<file path="src/rtl/tmds_video_sequencer.sv">
// rtl/tmds_video_sequencer.sv - video timing and TMDS encoder scheduler (optional colour bars: TEST_PATTERN_EN)
module tmds_video_sequencer #(
    parameter int H_ACTIVE = 640,
    parameter int H_FP     = 16,
    parameter int H_SYNC   = 96,
    parameter int H_BP     = 48,
    parameter int V_ACTIVE = 480,
    parameter int V_FP     = 10,
    parameter int V_SYNC   = 2,
    parameter int V_BP     = 33,
    parameter int HS_POL   = 0,
    parameter int VS_POL   = 0
) (
    input  logic        clk,
    input  logic        rst,
    input  logic        en,
`ifdef TEST_PATTERN_EN
    input  logic        pattern_sel,
`endif
    output logic        pix_req,
    input  logic        pix_valid,
    input  logic [23:0] pix_data,
    output logic        enc_en,
    output logic [7:0]  enc_data_r,
    output logic [7:0]  enc_data_g,
    output logic [7:0]  enc_data_b,
    output logic [1:0]  enc_ctrl_b,
    output logic [1:0]  enc_ctrl_g,
    output logic [1:0]  enc_ctrl_r,
    output logic [10:0] pos_x,
    output logic [9:0]  pos_y,
    output logic        frame_start,
    output logic        underflow
);
    localparam int H_TOTAL = H_ACTIVE + H_FP + H_SYNC + H_BP;
    localparam int V_TOTAL = V_ACTIVE + V_FP + V_SYNC + V_BP;
    localparam logic HS_ACT = HS_POL[0];
    localparam logic VS_ACT = VS_POL[0];

    typedef enum logic [1:0] {IDLE, RUN, STOPPING} state_t;

    state_t      state, state_nxt;
    logic [10:0] h;
    logic [9:0]  v;
    logic        running, h_last, v_last, active, hsync_on, vsync_on, miss;
    logic [23:0] pix_sel;

    assign running  = (state != IDLE);
    assign h_last   = (h == 11'(H_TOTAL - 1));
    assign v_last   = (v == 10'(V_TOTAL - 1));
    assign active   = running && (h < 11'(H_ACTIVE)) && (v < 10'(V_ACTIVE));
    assign hsync_on = running && (h >= 11'(H_ACTIVE + H_FP)) && (h < 11'(H_ACTIVE + H_FP + H_SYNC));
    assign vsync_on = running && (v >= 10'(V_ACTIVE + V_FP)) && (v < 10'(V_ACTIVE + V_FP + V_SYNC));

`ifdef TEST_PATTERN_EN
    localparam int BAR_W = (H_ACTIVE / 8 > 0) ? H_ACTIVE / 8 : 1;
    logic [10:0] bar_idx;
    logic [2:0]  bar;

    // Bar index bits map straight onto colour: r=~bar[1], g=~bar[2], b=~bar[0].
    always_comb begin
        bar_idx = h / 11'(BAR_W);
        bar     = (bar_idx > 11'd7) ? 3'd7 : bar_idx[2:0];
        pix_req = active && !pattern_sel;
        if (pattern_sel)
            pix_sel = {{8{~bar[1]}}, {8{~bar[2]}}, {8{~bar[0]}}};
        else
            pix_sel = pix_valid ? pix_data : 24'h000000;
    end
`else
    always_comb begin
        pix_req = active;
        pix_sel = pix_valid ? pix_data : 24'h000000;
    end
`endif

    assign miss        = pix_req && !pix_valid;
    assign frame_start = (state == RUN) && (h == 11'd0) && (v == 10'd0);
    assign pos_x       = h;
    assign pos_y       = v;
    assign enc_ctrl_g  = 2'b00;
    assign enc_ctrl_r  = 2'b00;

    always_comb begin
        state_nxt = state;
        case (state)
            IDLE:     if (en) state_nxt = RUN;
            RUN:      if (!en) state_nxt = STOPPING;
            STOPPING: begin
                if (en)
                    state_nxt = RUN;
                else if (h_last && v_last)
                    state_nxt = IDLE;
            end
            default:  state_nxt = IDLE;
        endcase
    end

    always_ff @(posedge clk or negedge rst) begin
        if (!rst) begin
            state      <= IDLE;
            h          <= '0;
            v          <= '0;
            enc_en     <= 1'b0;
            enc_data_r <= '0;
            enc_data_g <= '0;
            enc_data_b <= '0;
            enc_ctrl_b <= {~VS_ACT, ~HS_ACT};
            underflow  <= 1'b0;
        end else begin
            state <= state_nxt;
            // Counters only advance while a frame is in flight; IDLE leaves them parked at 0.
            if (running) begin
                h <= h_last ? 11'd0 : h + 11'd1;
                if (h_last)
                    v <= v_last ? 10'd0 : v + 10'd1;
            end
            enc_en <= active;
            {enc_data_r, enc_data_g, enc_data_b} <= active ? pix_sel : 24'h000000;
            enc_ctrl_b <= {vsync_on ? VS_ACT : ~VS_ACT, hsync_on ? HS_ACT : ~HS_ACT};
            // A miss on the first pixel belongs to the new frame, so set wins over clear.
            underflow <= (underflow && !frame_start) || miss;
        end
    end
endmodule

</file>
<file path="config.mk">
export PLATFORM = sky130hd
export DESIGN_NAME = tmds_video_sequencer
export DESIGN_NICKNAME = d
export VERILOG_FILES = /design/src/rtl/tmds_video_sequencer.sv
export SDC_FILE = /design/constraint.sdc
export NUM_CORES = 1
export LEC_CHECK = 0
export ABC_AREA = 1
export BUFFER_PORTS_ARGS = -buffer_cell sky130_fd_sc_hd__buf_4
export CAP_MARGIN = 20
export CORE_MARGIN = 2
export CORE_UTILIZATION = 42
export CTS_CLUSTER_SIZE = 30
export DETAILED_ROUTE_END_ITERATION = 8
export MAX_ROUTING_LAYER = met4
export PLACE_DENSITY = 0.68
export SYNTH_ARGS = -nofsm -noshare
export SYNTH_HDL_FRONTEND = slang
export SYNTH_SLANG_ARGS = --single-unit
export TNS_END_PERCENT = 50
</file>
<file path="constraint.sdc">
create_clock -name clk -period 1.7 [get_ports clk]
set_input_delay 0.34 -clock clk [delete_from_list [all_inputs] [get_ports clk]]
set_output_delay 0.34 -clock clk [all_outputs]
set_load 0.005 [all_outputs]
</file>
Word level (Yosys, flattened, before mapping) --
Index checks and enable logic that the tools add are counted.
Word-level totals: register bits 51, bits of input ports 28, logic and storage cells 55, output and inout bits 55
Operators by class: add/sub/neg operators 2, mux-type cells 11, equality and inequality tests 7, reduce and logical (&&, ||, !) cells 20, magnitude comparators 6
Operator list (number):
- 2-to-1 mux 24 bit | 2
- < comparator 11 x 10 -> 1 bit (second input constant) | 2
- < comparator 10 x 9 -> 1 bit (second input constant) | 2
- adder 11 x 1 -> 11 bit (second input constant) | 1
- equality test 11 x 10 -> 1 bit (second input constant) | 1
- greater-or-equal comparator 11 x 10 -> 1 bit (second input constant) | 1
- logical AND 1 bit | 11
- zero test 11 bit | 1
- 2-to-1 mux 11 bit | 1
- adder 10 x 1 -> 10 bit (second input constant) | 1
- equality test 10 bit (second input constant) | 1
- greater-or-equal comparator 10 x 9 -> 1 bit (second input constant) | 1
- zero test 10 bit | 1
- 2-to-1 mux 10 bit | 1
- 2-to-1 mux 2 bit | 4
- one-hot mux 2 bit (3 select lines) | 1
- != test 2 bit (second input constant) | 2
- != test 3 bit (second input constant) | 1
- AND reduction 3 bit | 1
- equality test 2 x 1 -> 1 bit (second input constant) | 1
- equality test 2 bit (second input constant) | 1
- zero test 1 bit | 2
- zero test 2 bit | 1
- 2-to-1 mux 1 bit | 2
- 3 further kinds | 3

Depth between registers and ports, before layout --
Gate-level depths: netlist of run 1.
depth after elaboration 6, depth in mapped cells 9, gate-level depth less buffers 9

Worst setup path before layout of run 1 --
Ideal clock, no wire load.
path kind flip-flop to output port, start point reg v[5], in the netlist pos_y[5], end point out pix_req, arrival 1.150 ns, data required time 1.360 ns, path buffers 1, stages on the path, launching flop included 7, slack 0.210 ns, cell sequence dfrtp_1 nand2_1 nor2_1 nor3_2 o21ai_2 buf_6 inv_1
On the way: word-level cells in the longest chain between the ends 2
RTL lines:
- start: declaration | RTL line 44 | logic [9:0] v;
- start signal: assignment | RTL line 116 | v <= v_last ? 10'd0 : v + 10'd1;
- < comparator 10 x 9 -> 1 bit | RTL line 51 | assign active = running && (h < 11'(H_ACTIVE)) && (v < 10'(V_ACTIVE));
- logical AND 1 bit | RTL line 51
- end: declaration | RTL line 20 | output logic pix_req,
No other way between the ends.

Worst setup path in the final report of run 1 --
start point reg v[9], in the netlist pos_y[9], end point out pix_req
Same word-level chain as after synthesis.

==> run metrics, run 1 <==
pin count of the biggest net entering global routing=52; final hold slack=0.03699 ns; Highest Signal Layer=met4; Routed WL per cell=12.98 um; Cell Rows=28; total number of vias=2304; worst skew pair latency=0.31 ns; Antenna Nets Post-Route=0; Hold Path Class=primary input to async pin; Initial Utilization=42.69%; Die ar.=6542 um2; reg2reg start=pos_x[0]$_DFFE_PN0P_; max-slew violation count=0; die height=just over 80 um; crit end category=primary output; post-DR vias/cell=approximately 4.8; Max H-tree Level=2; grt ovf=0; Crit Path Category=register to primary output; r2r setup slk=0.10 ns; final setup fails=2; PwrDens=approximately 900 nW/um2; maximum VDD drop=slightly above 400 uV; area of the multi-input gates=1089 um2; Num CTS Buffers=5; area delta synth->final=42.04%; core box area=5816 um2; most common cell after layout, fill and taps aside=buf_4; metal1 wirelength=between 2000 and 3000 um; Final period util=105.2%; crit path DAT=between 1 and 1.5 ns; final wirelength=6204 um; Hold Vio Cnt, Final=0; die width=80.88 um; Fmax achieved=559.1 MHz; YS warnings=0; # diodes=0; Port Buffers=78; GRT Util Overall=19.84%; startpoint types=register; fillers=510; num ports=83; DR pass1 iterations=4; layout net count=approximately 430; clock tree buffer depth=2; initial antenna violation count=0; top cell type's share of synthesized area=49.40%; Final Wtd Congestion=between 0.8 and 0.9; Post-CTS Hold Fix Bufs=0; most frequent cells in the layout=buf_4 (112), nand2_1 (73), dfrtp_1 (43); top cell type by total area after synthesis=dfrtp_1; Slew HR=57.48%; Reg2Reg Capture Point=pos_y[5]$_DFFE_PN0P_; CP startpoint=pos_y[9]$_DFFE_PN0P_; CTS tree=built; Critical Path Sink=pix_req; total power=3.137 mW; status=complete, but fails checks; post-DP HPWL=4272 um; CTS sink count=between 50 and 60; Post-Synthesis Cells=290; Storage cell area=1286 um2; Distinct cells, synth=33; met2 wire len=2856 um; CTS root buffer=clkbuf_8; Req. time, crit path=1.36 ns; layout cell share with drive strength beyond 1=42.43%; max-cap viol count=0; DR DRC count=0; Min Clock Period, post-route=about 1.8 ns; Clock Skew=0.01201 ns; sequential share of the synthesized area=51.51%; vias in the first global route=2197; Worst-Margin Slew=0.6378 ns; CP Max Fanout=3; mapped cell area=2482 um2; routed length on met3=516 um; synth top area cells=dfrtp_1 (49%), nand2_1 (11%), nor2_1 (6.8%), nand3_1 (4.0%), inv_1 (3.9%); R2R depth=9; Synth Area per Inst=8.560 um2; Setup WS post-layout=-0.08865 ns; first-pass GRT wire length=9818 um; clk slew on worst S/H paths=about 0.11 ns; Lkg Pwr=1.825 nW; 1st-iter DRT viols=175; RSZ-0062 raised after global routing=yes; violated checks=negative setup slack; flops & latches, synth=51
## final cells by class
cell class	instances	share of cell area (%)
Tap cell	75	2.661
Clock inverter	3	0.7807
Multi-Input combinational cell	202	30.87
Inverter	29	3.087
Sequential cell	51	36.48
Clock buffer	5	1.952
Timing Repair Buffer	113	24.17
## report_power, final
part / internal (mW) / total (mW) / switching, mW
logic: 0.450 / 0.959 / 0.509
clock network: 0.303 / 0.748 / 0.445
registers: 1.34 / 1.43 / 0.0936
## routing by layer
| layer | global-route usage (%) | vias to the layer above |
|---|---|---|
| li1 | - | 1123 |
| met1 | 25.80 | 1084 |
| met2 | 29.59 | 85 |
| met3 | 6.111 | 12 |
| met4 | 6.610 | 0 |
| met5 | - | - |
## synth_stat cells, drive strengths merged
cell / count
a21oi: 6
buf: 9
clkbuf: 3
conb: 1
dfrtp: 49
dfstp: 2
ha: 4
inv: 29
nand2: 75
nand3: 22
nand3b: 1
nand4: 5
nor2: 53
nor3: 8
o2111ai: 1
o211ai: 1
o21ai: 14
or2: 1
xor2: 6
## state kept, by name, summed over array words and instances (netlist names)
register    cells
pos_y          10
pos_x          11
enc_data_g      8
enc_en          1
enc_ctrl_b      2
underflow       1
enc_data_r      8
enc_data_b      8
state           2
## critical path, stage by stage (launching register included)
cell,delay (ns)
dfrtp_1,0.39
inv_1,0.11
nand2_1,0.11
nor3_2,0.23
o21ai_4,0.10
inv_1,0.08
buf_4,0.11
## worst min-delay path by stage
| stage | from | depth (start not counted) | slack, ns | end |
|---|---|---|---|---|
| 6_report | rst | 1 | 0.04 | enc_data_r[0]$_DFF_PN0_ |
| 5_1_grt | rst | 1 | 0.09 | enc_data_r[0]$_DFF_PN0_ |
| 4_1_cts | rst | 1 | 0.07 | enc_data_r[0]$_DFF_PN0_ |
| 3_5_place_dp | rst | 1 | 0.42 | enc_data_r[0]$_DFF_PN0_ |
| 3_3_place_gp | rst | 1 | 0.41 | enc_data_r[0]$_DFF_PN0_ |
| 2_1_floorplan | rst | 0 | 0.04 | enc_data_b[0]$_DFF_PN0_ |
## repair_timing
action / in CTS / in global routing
gates cloned: 0 / 1
pin swaps: 3 / 10
gates resized for setup: 13 / 18
setup endpoints to repair: 2 / 11
setup buffers: 9 / 15
## metrics by stage
stage	TNS, ns	cells	area [um2]	setup slack, ns	util (%)
after floorplan	0	293	2494	0.2098	-
after global placement	0	445	3159	0.1637	54.32
after detailed placement	0	445	3159	0.1255	54.32
after CTS	-0.1450	462	3348	-0.09112	57.57
after global routing	-0.2881	478	3526	-0.1361	60.63
final	-0.1569	478	3526	-0.08865	60.63
## kinds of logic (layout without fill, tap and decap cells)
group                    after synthesis  after routing  share of synthesized area, %
XOR/XNOR                               6              6                         2.117
AO/OA/AOI/OAI                         22             22                         5.141
AND/OR/NAND/NOR                      165            166                         30.80
other                                  1              4                        0.1511
flip-flops                            51             51                         51.51
buffers and inverters                 41            150                         8.266
adder cells (fa/ha/maj)                4              4                         2.016
No activity file was read; power rests on OpenSTA's default activity.
==> inputs of run 2 (changes only) <==
--- a/config.mk
+++ b/config.mk
@@ -13,7 +13,7 @@
 export CTS_CLUSTER_SIZE = 30
 export DETAILED_ROUTE_END_ITERATION = 8
 export MAX_ROUTING_LAYER = met4
-export PLACE_DENSITY = 0.68
+export PLACE_DENSITY = 0.71
 export SYNTH_ARGS = -nofsm -noshare
 export SYNTH_HDL_FRONTEND = slang
 export SYNTH_SLANG_ARGS = --single-unit
==> constraint.sdc (replaced) <==
create_clock -name clk -period 1.45 [get_ports clk]
set_input_delay 0.29 -clock clk [delete_from_list [all_inputs] [get_ports clk]]
set_output_delay 0.29 -clock clk [all_outputs]
set_load 0.005 [all_outputs]
==> run 2 against run 1 <==
Hold slack better by 0.17 ns. Combinational power is 42% higher. Critical path type unchanged. Critical endpoint is now frame_start. Clock power is 32% higher. Setup slack worse by 0.21 ns. The flow still finishes with violations (negative setup slack). Largest power group unchanged. Highest routed layer unchanged.
==> run metrics, run 2 (synthesized netlist as in run 1, its figures left out) <==
status=complete, but fails checks; violated checks=negative setup slack; Hold Crit Endpoint=enc_data_r[6]$_DFF_PN0_; r2r setup slk=-0.08 ns (-0.18 ns); pin count of the biggest net entering global routing=34 (-35%); grt ovf=0 (unchanged); worst skew pair latency=0.30 ns (about the same); met1 Use GR=26.85% (+1.0 points); 1st-iter DRT viols=135 (-23%); CTS sink count=51 (unchanged); layout cell share with drive strength beyond 1=46.56% (+4.1 points); hold path depth=3; max-cap viol count=0 (unchanged); Antenna Nets Post-Route=0 (unchanged); area delta synth->final=52.92%; Die ar.=6542 um2 (unchanged); Port Buffers=78 (unchanged); num ports=83 (unchanged); Crit path largest cell delay=0.49 ns (+0.10 ns); Net Switching=1.265 mW (+21%); Fmax achieved=570.4 MHz; initial antenna violation count=0 (unchanged); Net Sw Frac=31.67% (-1.7 points); total number of vias=2424 (+5.2%); most frequent cells in the layout=buf_4 (125), nand2_1 (67), dfrtp_1 (45); crit path DAT=1.46 ns (about the same); Crit path top cell by count=nand3_2; Clk pwr share=24.7% (+0.9 points); Int Pwr=2.729 mW (+31%); post-DR vias/cell=4.887 (+1.4%); CTS tree=built; Placed Cells=464 (+4.3%); Clock Skew=0.009064 ns (-0.002944 ns); die height=80.88 um (unchanged); GRT met2 Usage=34.30% (+4.7 points); Cell Rows=28 (unchanged); crit end category=primary output; core box area=5816 um2 (unchanged); Buffers & Inverters on Critical Path=3 (unchanged); DR pass1 iterations=4 (unchanged); Top Usage Layer GRT=met2; Final period util=120.9%; clk slew on worst S/H paths=0.10 ns (about the same); reg2reg start=pos_x[5]$_DFFE_PN0P_; first-pass GRT wire length=10580 um (+7.7%); final wirelength=6674 um (+7.6%); fillers=488 (-4.3%); Non-Filler Instances=496 (+3.8%); hold_sp=pix_data[22]; Reg2Reg Capture Point=state[1]$_DFFE_PN0P_; Lkg Pwr=1.948 nW (+6.7%); maximum VDD drop=618.4 uV (+49%); crit path cell chain=inv_1 -> nand3_2 -> nor2_2 -> nand3_2 -> inv_2 -> buf_6; Crit Path Category=register to primary output; most common cell after layout, fill and taps aside=buf_4; PwrDens=1052 nW/um2 (+18%); max reg flops=11 (unchanged); DR DRC count=0 (unchanged); total power=3.994 mW (+27%); layout net count=453 (+4.4%); GRT Util Overall=21.35% (+1.5 points); clock tree buffer depth=2 (unchanged); R2R depth=9 (unchanged); post-DP HPWL=4555 um (+6.6%); routing usage on met3=5.222% (-0.89 points); Setup WS post-layout=-0.3031 ns (-0.2145 ns); Num CTS Buffers=5 (unchanged); TNS Setup=-0.8296 ns (-0.6727 ns); final setup fails=12 (+10); startpoint types=register; Min Clock Period, post-route=roughly 1.8 ns; Comb pwr share=34.1% (+3.5 points); Hold Vio Cnt, Final=0 (unchanged); CP max stage cell=dfrtp_1; Routed WL per cell=13.46 um (+3.7%); RSZ-0062 raised after global routing=yes; CTS root buffer=clkbuf_8; Hold Path Class=primary input to register; max-slew violation count=0 (unchanged); # diodes=0 (unchanged); Worst path top cell family by delay=flip-flops; Final Wtd Congestion=0.8573 (+3.3%); Initial Utilization=42.69% (unchanged); Flop pwr share=41.3% (-4.3 points); die width=80.88 um (unchanged); vias in the first global route=2313 (+5.3%); CP Max Fanout=6 (+3); Req. time, crit path=1.16 ns (-0.20 ns); Max H-tree Level=2 (unchanged)
==> run 2: cell count changes in the layout (fill, tap and decap cells not counted), sizes merged <==
cell,before,now
buf,113,132
bufinv,0,1
clkinv,1,0
dlygate4sd3,0,1
inv,30,29
nor2,54,53
==> run 2: final cells by class <==
type	instances	area [um2]	share of cell area, %
clock buffer	5	68.82	1.813
clock inverter	2	37.54	0.9888
inverter	29	111.4	2.933
multi-input combinational	201	1140	30.03
sequential	51	1284	33.82
tap	75	93.84	2.472
timing repair buffer	133	1061	27.95
==> run 2: worst min-delay path, delay by kind of cell <==
kind | cells | cell delay (ns)
buf+inv | 1 | 0.10
simple gates | 2 | 0.09
==> run 2: per-stage QoR <==
step	hold WS, ns	setup slack, ns	cell area (um2)	utilization, %
after global placement	0.1814	0.02256	3327	57.21
after global routing	0.2061	-0.3802	3796	65.28
after detailed placement	0.1826	-0.02645	3327	57.21
after CTS	0.2026	-0.2526	3621	62.26
final	0.2116	-0.3031	3796	65.28
after floorplan	-0.005591	0.009822	2494	-
==> run 2: repair_timing <==
action | in CTS | in global routing
buffers inserted | 14 | 10
pin swaps | 10 | 13
endpoints found under the setup margin | 6 | 23
gates resized for setup | 21 | 34
hold buffers | 1 | 0
cloned | 1 | 0
endpoints found under the hold margin | 17 | 0
==> run 2: layer usage <==
metal / up-vias / routed length (um)
met5: - / 0
met4: 0 / 102
met3: 9 / 482
met2: 104 / 3316
met1: 1143 / 2772
li1: 1168 / -
==> run 2: how the worst max path moves through the flow <==
stage,from,endpoint,slack (ns),cells after the start
3_5_place_dp,pos_x[1]$_DFFE_PN0P_,pos_y[3]$_DFFE_PN0P_,-0.03,8
4_1_cts,pos_y[5]$_DFFE_PN0P_,frame_start,-0.25,6
6_report,pos_x[9]$_DFFE_PN0P_,frame_start,-0.30,6
5_1_grt,pos_x[0]$_DFFE_PN0P_,frame_start,-0.38,7
2_1_floorplan,pos_y[5]$_DFFE_PN0P_,pix_req,0.01,6
3_3_place_gp,pos_x[1]$_DFFE_PN0P_,pos_y[3]$_DFFE_PN0P_,0.02,8
==> run 2: power groups by stage <==
| stage | logic (mW) | registers (mW) | clock network [mW] |
|---|---|---|---|
| 5_1_grt | 1.49 | 1.67 | 1.06 |
| 3_3_place_gp | 1.09 | 1.68 | 0 |
| 2_1_floorplan | 0.527 | 1.71 | 0 |
| 3_5_place_dp | 1.12 | 1.69 | 0 |
| 6_report | 1.36 | 1.65 | 0.985 |
| 4_1_cts | 1.25 | 1.65 | 1.00 |
==> inputs of run 3 (changes only) <==
==> constraint.sdc (replaced) <==
create_clock -name clk -period 1.45 [get_ports clk]
set_input_delay 0.29 -clock clk [delete_from_list [all_inputs] [get_ports clk]]
set_output_delay 0.29 -clock clk [all_outputs]
set_load 0.05 [all_outputs]
==> run 3 against run 2 <==
Sequential share of layout area is essentially flat. Critical endpoint unchanged. Largest power group is now combinational logic. Largest cell class unchanged. Hold slack gained 0.0028 ns. Final area grew 1.7%. Wire length shrank 6.0%. The run still ends with negative setup slack left. Non-clock buffer count shrank 1. Global-route usage shrank 0.77 points. Clock power shrank 14%. Die area is the same. First-iteration DRC count shrank 0.74%. Register-to-register slack gained 0.02 ns.
==> run metrics, run 3 (synthesized netlist as in run 1, its figures left out) <==
CTS tree=built; Antenna Nets Post-Route=0 (unchanged); post-layout util=66.42% (+1.1 points); Fmax achieved=562.3 MHz (-1.4%); pin count of the biggest net entering global routing=37 (+8.8%); Routed WL per cell=12.65 um (-6.0%); Max H-tree Level=2 (unchanged); Hold Path Class=primary input to register; Cell Area, Placed=3563 um2 (+7.1%); dpl ws=-0.09555 ns (-0.06909 ns); area delta synth->final=55.59%; initial antenna violation count=0 (unchanged); DR DRC count=0 (unchanged); final setup fails=15 (+3); design area=3862 um2 (+1.7%); die height=80.88 um (unchanged); grt ovf=0 (unchanged); reg2reg start=pos_x[1]$_DFFE_PN0P_; clock tree buffer depth=2 (unchanged); vias in the first global route=2272 (-1.8%); CTS sink count=51 (unchanged); first-pass GRT wire length=10090 um (-4.6%); layout cell share with drive strength beyond 1=51.54% (+5.0 points); Final Wtd Congestion=0.7800 (-9.0%); core box area=5816 um2 (unchanged); CP max stage cell=dfrtp_2; CTS root buffer=clkbuf_8; max-cap viol count=0 (unchanged); layout net count=452 (-0.22%); crit end category=primary output; TNS Setup=-1.060 ns (-0.2308 ns); maximum VDD drop=830.6 uV (+34%); Crit path largest cell delay=0.44 ns (-0.05 ns); Setup WS post-layout=-0.3285 ns (-0.02538 ns); Crit Path Category=register to primary output; CP startpoint=pos_y[5]$_DFFE_PN0P_; CP Max Fanout=3 (-3); Cell Rows=28 (unchanged); max-slew violation count=0 (unchanged); Req. time, crit path=1.16 ns (about the same); Initial Utilization=42.69% (unchanged); Clock Skew=0.006553 ns (-0.002511 ns); status=complete, but fails checks; Die ar.=6542 um2 (unchanged); PwrDens=1153 nW/um2 (+9.6%); startpoint types=register; GRT Util Overall=20.59% (-0.77 points); most common cell after layout, fill and taps aside=buf_4; Min Clock Period, post-route=1.778 ns (+0.02538 ns); crit path DAT=1.49 ns (+0.03 ns); 1st-iter DRT viols=134 (-0.74%); clk slew on worst S/H paths=0.10 ns (about the same); # diodes=0 (unchanged); Buffers & Inverters on Critical Path=2 (-1); most frequent cells in the layout=buf_4 (121), nand2_1 (66), nor2_1 (38); Lkg Pwr=1.924 nW (-1.2%); Worst path top cell family by delay=simple AND/OR/NAND/NOR gates; max reg flops=11 (unchanged); worst skew pair latency=0.30 ns (about the same); hold_sp=pix_data[21]; die width=80.88 um (unchanged); Final period util=122.7% (+1.8 points); crit path cell chain=nor2_2 -> nand3_2 -> nor2_2 -> nand3_2 -> clkinvlp_4 -> buf_8; RSZ-0062 raised after global routing=yes; num ports=83 (unchanged); fillers=505 (+3.5%); final wirelength=6273 um (-6.0%); Hold Vio Cnt, Final=0 (unchanged); Num CTS Buffers=5 (unchanged); post-DR vias/cell=4.645 (-5.0%); post-DP HPWL=4736 um (+4.0%); Port Buffers=78 (unchanged); violated checks=negative setup slack; DR pass1 iterations=4 (unchanged); total number of vias=2304 (-5.0%)
run 3: cell types whose count changed in the layout (fill, tap and decap cells not counted), sizes merged:
cell      delta
clkbuf       +1
clkinv       +1
clkinvlp     +1
bufinv       -1
buf          -2
run 3: final cells by class:
class                           instances  area [um2]  area share [%]
Sequential cell                        51        1305           33.79
Multi-Input combinational cell        201        1170           30.29
Timing Repair Buffer                  132        1079           27.92
Inverter                               29       123.9           3.207
Tap cell                               75       93.84           2.430
Clock buffer                            5       68.82           1.782
Clock inverter                          3       22.52          0.5831
run 3: repair_timing:
| action | in CTS | in global routing |
|---|---|---|
| hold buffers | 1 | 0 |
| pin swaps | 4 | 5 |
| endpoints found under the setup margin | 8 | 23 |
| buffers inserted | 2 | 2 |
| gates cloned | 0 | 1 |
| endpoints found under the hold margin | 13 | 0 |
| resized for setup | 15 | 21 |
run 3: metrics by stage:
stage,total power [mW],instances,hold slack [ns]
floorplan,2.823,293,-0.005591
global placement,3.466,482,0.1778
detailed placement,3.496,482,0.1746
CTS,4.435,493,0.2020
global route,4.693,496,0.1946
finish,4.452,496,0.2143
run 3: report_power, final:
| group | leakage, nW | switching, mW | internal (mW) |
|---|---|---|---|
| logic | 1.24 | 1.23 | 0.717 |
| registers | 0.635 | 0.0801 | 1.58 |
| clock network | 0.0489 | 0.494 | 0.350 |
| total | 1.92 | 1.81 | 2.65 |
run 3: final timing paths:
check                                               end  slack [ns]  cells after the start
worst min register to register      underflow$_DFF_PN0_        0.52                      2
worst max register to register     pos_y[5]$_DFFE_PN0P_       -0.06                     10
max in group asynchronous         pos_x[10]$_DFFE_PN0P_        0.59                      3
worst max-delay path                        frame_start       -0.33                      6
min in group asynchronous          pos_y[4]$_DFFE_PN0P_        0.39                      2
worst min-delay path            enc_data_r[5]$_DFF_PN0_        0.21                      3
run 3: layer usage:
layer / up-vias / wire (um) / track usage (%)
met1: 1060 / 2731 / 24.86
met3: 5 / 520 / 6.222
li1: 1159 / - / -
met5: - / 0 / -
met2: 80 / 2964 / 33.97
met4: 0 / 57 / 4.915
run 3: tightest hold or removal path: stages:
cell     delay (ns)
buf_4          0.11
nand2_1        0.05
nor2_1         0.04
